===== src/rtl/alu_cmd_driver.sv =====
// Command-side master for the combinational ALU: owns the accumulator, drives the
// ALU inputs for a settle window, writes the result back and returns it as a response.
module alu_cmd_driver #(
    parameter int WIDTH   = 16,
    parameter int OPW     = 3,
    parameter int NUM_OPS = 6,
    parameter int SETTLE  = 1
) (
    input  logic             clk,
    input  logic             rst_n,
    input  logic             cmd_valid,
    output logic             cmd_ready,
    input  logic             cmd_load,
    input  logic [OPW-1:0]   cmd_op,
    input  logic [WIDTH-1:0] cmd_data,
    output logic [WIDTH-1:0] alu_bus,
    output logic [WIDTH-1:0] alu_ac,
    output logic [OPW-1:0]   alu_op,
    input  logic [WIDTH-1:0] alu_result,
    output logic             rsp_valid,
    input  logic             rsp_ready,
    output logic [WIDTH-1:0] rsp_data,
    output logic             rsp_err,
    output logic [WIDTH-1:0] ac_out,
    output logic             busy
);

    // Handshakes: a transfer happens on a rising edge where valid & ready are both 1;
    // rsp_data/rsp_err hold steady while rsp_valid=1 and rsp_ready=0.

    localparam logic [1:0] IDLE = 2'd0;
    localparam logic [1:0] EXEC = 2'd1;
    localparam logic [1:0] RESP = 2'd2;

    localparam int CW = (SETTLE > 1) ? $clog2(SETTLE) : 1;
    localparam logic [CW-1:0]  CNT_INIT  = CW'(SETTLE - 1);
    localparam logic [OPW:0]   NUM_OPS_W = (OPW + 1)'(NUM_OPS);

    logic [1:0]       state_q, state_d;
    logic [WIDTH-1:0] ac_q, ac_d;
    logic [WIDTH-1:0] bus_q, bus_d;
    logic [WIDTH-1:0] alu_ac_q, alu_ac_d;
    logic [OPW-1:0]   op_q, op_d;
    logic [WIDTH-1:0] rsp_data_q, rsp_data_d;
    logic             rsp_err_q, rsp_err_d;
    logic [CW-1:0]    cnt_q, cnt_d;
    logic             op_illegal;

    assign op_illegal = ({1'b0, cmd_op} >= NUM_OPS_W);

    always_comb begin
        state_d    = state_q;
        ac_d       = ac_q;
        bus_d      = bus_q;
        alu_ac_d   = alu_ac_q;
        op_d       = op_q;
        rsp_data_d = rsp_data_q;
        rsp_err_d  = rsp_err_q;
        cnt_d      = cnt_q;
        case (state_q)
            IDLE: begin
                if (cmd_valid) begin
                    if (cmd_load) begin
                        ac_d       = cmd_data;
                        rsp_data_d = cmd_data;
                        rsp_err_d  = 1'b0;
                        state_d    = RESP;
                    end else if (op_illegal) begin
                        rsp_data_d = ac_q;
                        rsp_err_d  = 1'b1;
                        state_d    = RESP;
                    end else begin
                        bus_d    = cmd_data;
                        alu_ac_d = ac_q;
                        op_d     = cmd_op;
                        cnt_d    = CNT_INIT;
                        state_d  = EXEC;
                    end
                end
            end
            EXEC: begin
                if (cnt_q != '0) begin
                    cnt_d = cnt_q - CW'(1);
                end else begin
                    ac_d       = alu_result;
                    rsp_data_d = alu_result;
                    rsp_err_d  = 1'b0;
                    state_d    = RESP;
                end
            end
            RESP: begin
                if (rsp_ready) begin
                    state_d = IDLE;
                end
            end
            default: state_d = IDLE;
        endcase
    end

    always_ff @(posedge clk or negedge rst_n) begin
        if (!rst_n) begin
            state_q    <= IDLE;
            ac_q       <= '0;
            bus_q      <= '0;
            alu_ac_q   <= '0;
            op_q       <= '0;
            rsp_data_q <= '0;
            rsp_err_q  <= 1'b0;
            cnt_q      <= '0;
        end else begin
            state_q    <= state_d;
            ac_q       <= ac_d;
            bus_q      <= bus_d;
            alu_ac_q   <= alu_ac_d;
            op_q       <= op_d;
            rsp_data_q <= rsp_data_d;
            rsp_err_q  <= rsp_err_d;
            cnt_q      <= cnt_d;
        end
    end

    assign cmd_ready = (state_q == IDLE);
    assign rsp_valid = (state_q == RESP);
    assign busy      = (state_q != IDLE);
    assign alu_bus   = bus_q;
    assign alu_ac    = alu_ac_q;
    assign alu_op    = op_q;
    assign rsp_data  = rsp_data_q;
    assign rsp_err   = rsp_err_q;
    assign ac_out    = ac_q;

endmodule


===== config.mk =====
export PLATFORM = sky130hd
export DESIGN_NAME = alu_cmd_driver
export DESIGN_NICKNAME = d
export VERILOG_FILES = /design/src/rtl/alu_cmd_driver.sv
export SDC_FILE = /design/constraint.sdc
export NUM_CORES = 1
export LEC_CHECK = 0
export BUFFER_PORTS_ARGS = -buffer_cell sky130_fd_sc_hd__buf_2
export CAP_MARGIN = 0
export CORE_MARGIN = 1
export CORE_UTILIZATION = 46
export CTS_CLUSTER_SIZE = 20
export DETAILED_ROUTE_END_ITERATION = 10
export PLACE_DENSITY = 0.71
export SLEW_MARGIN = 20
export SYNTH_ARGS = -nofsm -noshare
export SYNTH_HDL_FRONTEND = slang
export SYNTH_SLANG_ARGS = --single-unit

===== constraint.sdc =====
create_clock -name clk -period 2.4 [get_ports clk]
set_input_delay 0.48 -clock clk [delete_from_list [all_inputs] [get_ports clk]]
set_output_delay 0.48 -clock clk [all_outputs]
set_load 0.02 [all_outputs]

==> flow_metrics.env, run 1 <==
export IMPL_grt_pass1_wl_um=10770
export IMPL_cts_setup_buffers=0
export IMPL_grt_pass1_vias=2156
export IMPL_setup_viol=0
export IMPL_synth_seq_cells=70
export IMPL_gp_congestion=0.7165
export IMPL_postLayoutCoreUtil=0.6058
export IMPL_power_leakage_nw=2.036
export IMPL_multi_input_comb_area_mm2=0.001461
export IMPL_cts_sinks=70
export IMPL_clockRootBuffer="clkbuf_8"
export IMPL_yosys_area_top_type="dfrtp_1"
export IMPL_yosys_top_cells_area="dfrtp_1 53%, mux2_2 26%, mux2_4 8.6%"
export IMPL_finClkSkew_ns=0.008195
export IMPL_cp_max_fo=13
export IMPL_synth_cell_types=22
export IMPL_slew_viol_final=0
export IMPL_timing_setup_tns_ns=0
export IMPL_netlist_area_mm2=0.003332
export IMPL_globalRouteMet2Util=0.3164
export IMPL_fp_dieH_um=87.11
export IMPL_grt_start_max_net_pins=71
export IMPL_die_w_um=87.11
export IMPL_synth_ff_type="dfrtp_1"
export IMPL_dr_total_vias=2141
export IMPL_clk_path_buf_depth=2
export IMPL_top_usage_layer="met2"
export IMPL_first_pass_iters=3
export IMPL_rows=30
export IMPL_diodes=0
export IMPL_grt_overflow=0
export IMPL_synth_seq_area_share=0.5257
export IMPL_ant_nets=0
export IMPL_p_total_mw=5.172
export IMPL_drt_iter0_markers=46
export IMPL_crit_required_ns=2.61
export IMPL_start_util=0.4824
export IMPL_met1_usage=0.2351
export IMPL_antenna_found_initial=0
export IMPL_p_sw_mw=1.930
export IMPL_finalHoldViolCount=0
export IMPL_cts_resized=0
export IMPL_synth_cells=215
export IMPL_tritoncts="yes"
export IMPL_critPathCaptureType="flop"
export IMPL_async_flop_share=1.000
export IMPL_postCtsHoldBufs=0
export IMPL_ys_warn_count=0
export IMPL_drc=0
export IMPL_clk_latency_ns=0.34
export IMPL_layout_nets=375
export IMPL_syn2layout_area_growth_pct=25.57
export IMPL_max_freq_ghz=0.5350
export IMPL_core_area_mm2=0.006907
export IMPL_drive_gt1_frac=0.6853
export IMPL_die_area_mm2=0.007587
export IMPL_syn_area_per_cell_um2=15.50
export IMPL_yosys_cell_count_top_type="mux2_2"
export IMPL_finalCritPeriodShare=0.7788
export IMPL_synth_enable_flop_cells=0
export IMPL_hold_path_class="in2async"
export IMPL_worstPathArrival_ns=2.08
export IMPL_p_sw_frac=0.3732
export IMPL_status="finished, final reports clean"
export IMPL_tightest_slew_ns=0.5146
export IMPL_critPathKind="reg2reg"
export IMPL_ios=111
export IMPL_power_share_clock=0.187
export IMPL_gr_usage_met3=0.03791
export IMPL_power_internal_mw=3.242
export IMPL_powerDensity_mw_per_mm2=1236
export IMPL_rsz0062_at_grt="false"
export IMPL_pwr_share_seq=0.389
export IMPL_wl_um=6709
export IMPL_track_usage=0.1895
export IMPL_fin_crit_ns=1.869
export IMPL_pwr_share_comb=0.424
export IMPL_port_buffer_count=110
export IMPL_vdd_drop_max_v=0.0005851
export IMPL_regArea_mm2=0.001752
export IMPL_wire_per_inst_um=15.39
export IMPL_synth_top_area_share=0.5257
export IMPL_ys_top_cells_by_count="76 x mux2_2, 70 x dfrtp_1, 19 x mux2_4"
export IMPL_slew_headroom=0.6569
export IMPL_htree_levels=3
export IMPL_fillCellCount=621
export IMPL_cts_made_buffers=9
export IMPL_hpwlAfterDp_um=4772
export IMPL_clk_pin_slew_ns=0.08
export IMPL_viasPerCell=4.911
export IMPL_synth_nets=255
export IMPL_start_kind="flop"
export IMPL_max_cap_viol_count=0
==> flip-flops by register name (all words and copies together) (netlist names) <==
| name | count |
|---|---|
| ac_out | 16 |
| alu_ac | 16 |
| alu_bus | 16 |
| alu_op | 3 |
| rsp_data | 16 |
| rsp_err | 1 |
| state_q | 2 |
==> worst max-delay path, cell delays in order, from the launching register on <==
cell and delay [ns]:
dfrtp_1 0.46, nand2b_2 0.41, buf_4 0.27, mux2_2 0.34, mux2_2 0.27
==> cell usage in the layout, fill, tap and decap left out, drive strengths merged <==
cell and n:
buf 119, mux2 110, dfrtp 70, clkbuf 13
inv 5, o21ai 5, nor2 3, nor2b 2
mux2i 2, nand3b 2, nand2b 2, a21oi 2
nand3 1, a21o 1, clkinvlp 1, clkinv 1
bufinv 1
==> stage by stage <==
| step | instances | cell area (um2) | hold WS, ns | setup slack, ns |
|---|---|---|---|---|
| floorplan | 215 | 3332 | 0.1844 | 0.6941 |
| global placement | 420 | 3983 | 0.4718 | 0.4731 |
| finish | 436 | 4184 | 0.1464 | 0.5309 |
| global route | 436 | 4184 | 0.1885 | 0.4117 |
| CTS | 436 | 4184 | 0.1724 | 0.5218 |
| detailed placement | 420 | 3983 | 0.4738 | 0.4125 |
==> worst paths after layout <==
check / start / end / slack, ns / cells past startpoint
max reg2reg: state_q[1] / rsp_data[1] / 0.53 / 4
min reg2reg: rsp_data[15] / rsp_data[15] / 0.49 / 1
min in group clk: cmd_op[0] / alu_op[0] / 0.37 / 2
min: rst_n / rsp_data[9] / 0.15 / 2
max in group asynchronous: rst_n / rsp_data[11] / 1.92 / 2
max: state_q[1] / rsp_data[1] / 0.53 / 4
==> metal layers <==
metal	part of all wire	up-vias
met2	0.50	54
met3	0.044	9
met4	0.017	0
met5	0	-
met1	0.44	1067
li1	-	1011
==> logic make-up (layout without fill, tap and decap cells) <==
family | Yosys count | after routing | share of synthesized area
flip-flops | 70 | 70 | 0.5257
buffers and inverters | 15 | 140 | 0.03642
multiplexers | 112 | 112 | 0.3992
AO/OA/AOI/OAI | 8 | 8 | 0.01728
AND/OR/NAND/NOR | 10 | 10 | 0.02140
==> area by class of cell <==
type | count | share of cell area
clock inverter | 3 | 0.01017
sequential | 70 | 0.4187
timing repair buffer | 119 | 0.1507
clock buffer | 13 | 0.03798
inverter | 5 | 0.004486
multi-input combinational | 130 | 0.3493
tap | 96 | 0.02871
==> power by group through the flow <==
stage | clock network (mW) | registers, mW | logic (mW)
final | 0.965 | 2.01 | 2.19
after detailed placement | 0 | 2.04 | 2.22
after global placement | 0 | 2.02 | 2.18
after floorplan | 0 | 2.66 | 0.823
after global routing | 1.03 | 2.09 | 2.34
after CTS | 0.984 | 2.02 | 2.22
Power figures use the tool's default switching activity.
==> run 2, diff against run 1 <==
==> constraint.sdc (replaced) <==
create_clock -name clk -period 1.75 [get_ports clk]
set_input_delay 0.35 -clock clk [delete_from_list [all_inputs] [get_ports clk]]
set_output_delay 0.35 -clock clk [all_outputs]
set_load 0.02 [all_outputs]
==> run 2 against run 1 <==
Effect of this change: register-to-register slack worse by 0.40 ns; via count is 0.70% higher; design area rose by 0.96%; clock-buffer cell count shrank 2; first-iteration DRC count grew 65%; worst setup slack got worse by 0.46 ns; routed wire length shrank 1.8%; worst hold slack worse by 0.11 ns; combinational power increased by 38%; critical endpoint is now cmd_ready.
==> flow_metrics.env, run 2 (synthesized netlist as in run 1, its figures left out) <==
export IMPL_cpMaxStageDelayCell="dfrtp_1"
export IMPL_dp_cells=422
export IMPL_port_buffer_count=110
export IMPL_status="finished, final reports clean"
export IMPL_postLayoutCoreUtil=0.6116
export IMPL_drt_iter0_markers=76
export IMPL_clk_pin_slew_ns=0.07
export IMPL_ios=111
export IMPL_critPathCaptureType="primary output"
export IMPL_max_stage_delay_ns=0.45
export IMPL_antenna_found_initial=0
export IMPL_start_util=0.4824
export IMPL_worstPathArrival_ns=1.33
export IMPL_rsz0062_at_grt="false"
export IMPL_clk_path_buf_depth=2
export IMPL_cp_max_fo=8
export IMPL_wire_per_inst_um=15.08
export IMPL_clockRootBuffer="clkbuf_8"
export IMPL_ant_nets=0
export IMPL_cts_setup_buffers=0
export IMPL_hpwlAfterDp_um=4758
export IMPL_dr_total_vias=2156
export IMPL_tightest_slew_ns=0.3688
export IMPL_powerDensity_mw_per_mm2=1667
export IMPL_first_pass_iters=4
export IMPL_hold_path_class="in2async"
export IMPL_p_sw_mw=2.628
export IMPL_drive_gt1_frac=0.6891
export IMPL_die_w_um=87.11
export IMPL_finClkSkew_ns=0.006136
export IMPL_slew_viol_final=0
export IMPL_slew_headroom=0.7541
export IMPL_vdd_drop_max_v=0.0007460
export IMPL_grt_overflow=0
export IMPL_power_share_clock=0.178
export IMPL_gp_congestion=0.7363
export IMPL_grt_start_max_net_pins=71
export IMPL_crit_required_ns=1.40
export IMPL_power_internal_mw=4.412
export IMPL_core_area_mm2=0.006907
export IMPL_max_cap_viol_count=0
export IMPL_max_freq_ghz=0.5969
export IMPL_place_ws_ns=0.1200
export IMPL_tritoncts="yes"
export IMPL_critPathKind="reg2out"
export IMPL_layout_cells_non_filler=437
export IMPL_pwr_share_seq=0.392
export IMPL_drc=0
export IMPL_layout_common_cells="110 x buf_2, 76 x mux2_2, 70 x dfrtp_1"
export IMPL_htree_levels=3
export IMPL_grt_pass1_vias=2162
export IMPL_die_area_mm2=0.007587
export IMPL_finalHoldViolCount=0
export IMPL_track_usage=0.1871
export IMPL_p_sw_frac=0.3732
export IMPL_finalCritPeriodShare=0.9574
export IMPL_cts_made_buffers=9
export IMPL_syn2layout_area_growth_pct=26.77
export IMPL_final_common_cell="buf_2"
export IMPL_path_cells="nor2_1, buf_2"
export IMPL_setup_viol=0
export IMPL_start_kind="flop"
export IMPL_pwr_share_comb=0.430
export IMPL_cts_resized=0
export IMPL_fp_dieH_um=87.11
export IMPL_postCtsHoldBufs=0
export IMPL_wl_um=6590
export IMPL_power_leakage_nw=2.059
export IMPL_rows=30
export IMPL_layout_nets=377
export IMPL_clk_latency_ns=0.33
export IMPL_viasPerCell=4.934
export IMPL_fin_crit_ns=1.675
export IMPL_grt_pass1_wl_um=10780
export IMPL_diodes=0
export IMPL_timing_setup_tns_ns=0
export IMPL_cts_sinks=70
export IMPL_setup_slack_ns=0.07461
[run 2: final cells by class]
cell class	count	area, um2
inverter	5	18.77
clock buffer	11	141.4
timing repair buffer	121	683.2
sequential	70	1752
fill	623	2683
multi-input combinational	130	1461
clock inverter	4	47.55
tap	96	120.1
[run 2: through the flow]
step	hold slack [ns]	area (um2)	power, mW
after global routing	0.06623	4224	7.450
after detailed placement	0.4060	4035	5.858
after floorplan	0.05441	3332	4.770
after global placement	0.4042	4035	5.772
final	0.03416	4224	7.040
after CTS	0.04427	4224	7.132
[run 2: power groups by stage]
stage	Combinational (mW)	Sequential [mW]	Clock, mW
floorplan	1.13	3.64	0
global placement	3.01	2.77	0
detailed placement	3.07	2.79	0
CTS	3.07	2.77	1.29
global route	3.23	2.86	1.35
finish	3.03	2.76	1.25
[run 2: metal layers]
metal	part of all wire	GRT usage
met5	0	0
met2	0.50	0.3178
met3	0.040	0.03223
met4	0.016	0.08048
met1	0.44	0.2358
[run 2: worst paths after layout]
path                             from    endpoint  slack (ns)  cells past startpoint
max                        state_q[1]   cmd_ready        0.07                      2
min                             rst_n   alu_ac[7]        0.03                      2
max reg2reg                state_q[1]   ac_out[9]        0.13                      4
min reg2reg                alu_bus[5]  alu_bus[5]        0.50                      1
max in group asynchronous       rst_n   ac_out[6]        1.42                      2
min in group clk            cmd_op[0]   alu_op[0]        0.25                      2
[run 2: critical path, delay by kind of cell, from the launching register on]
family,cells,cell delay (ns)
AND/OR/NAND/NOR,1,0.31
buffers and inverters,1,0.23
flip-flops,1,0.45
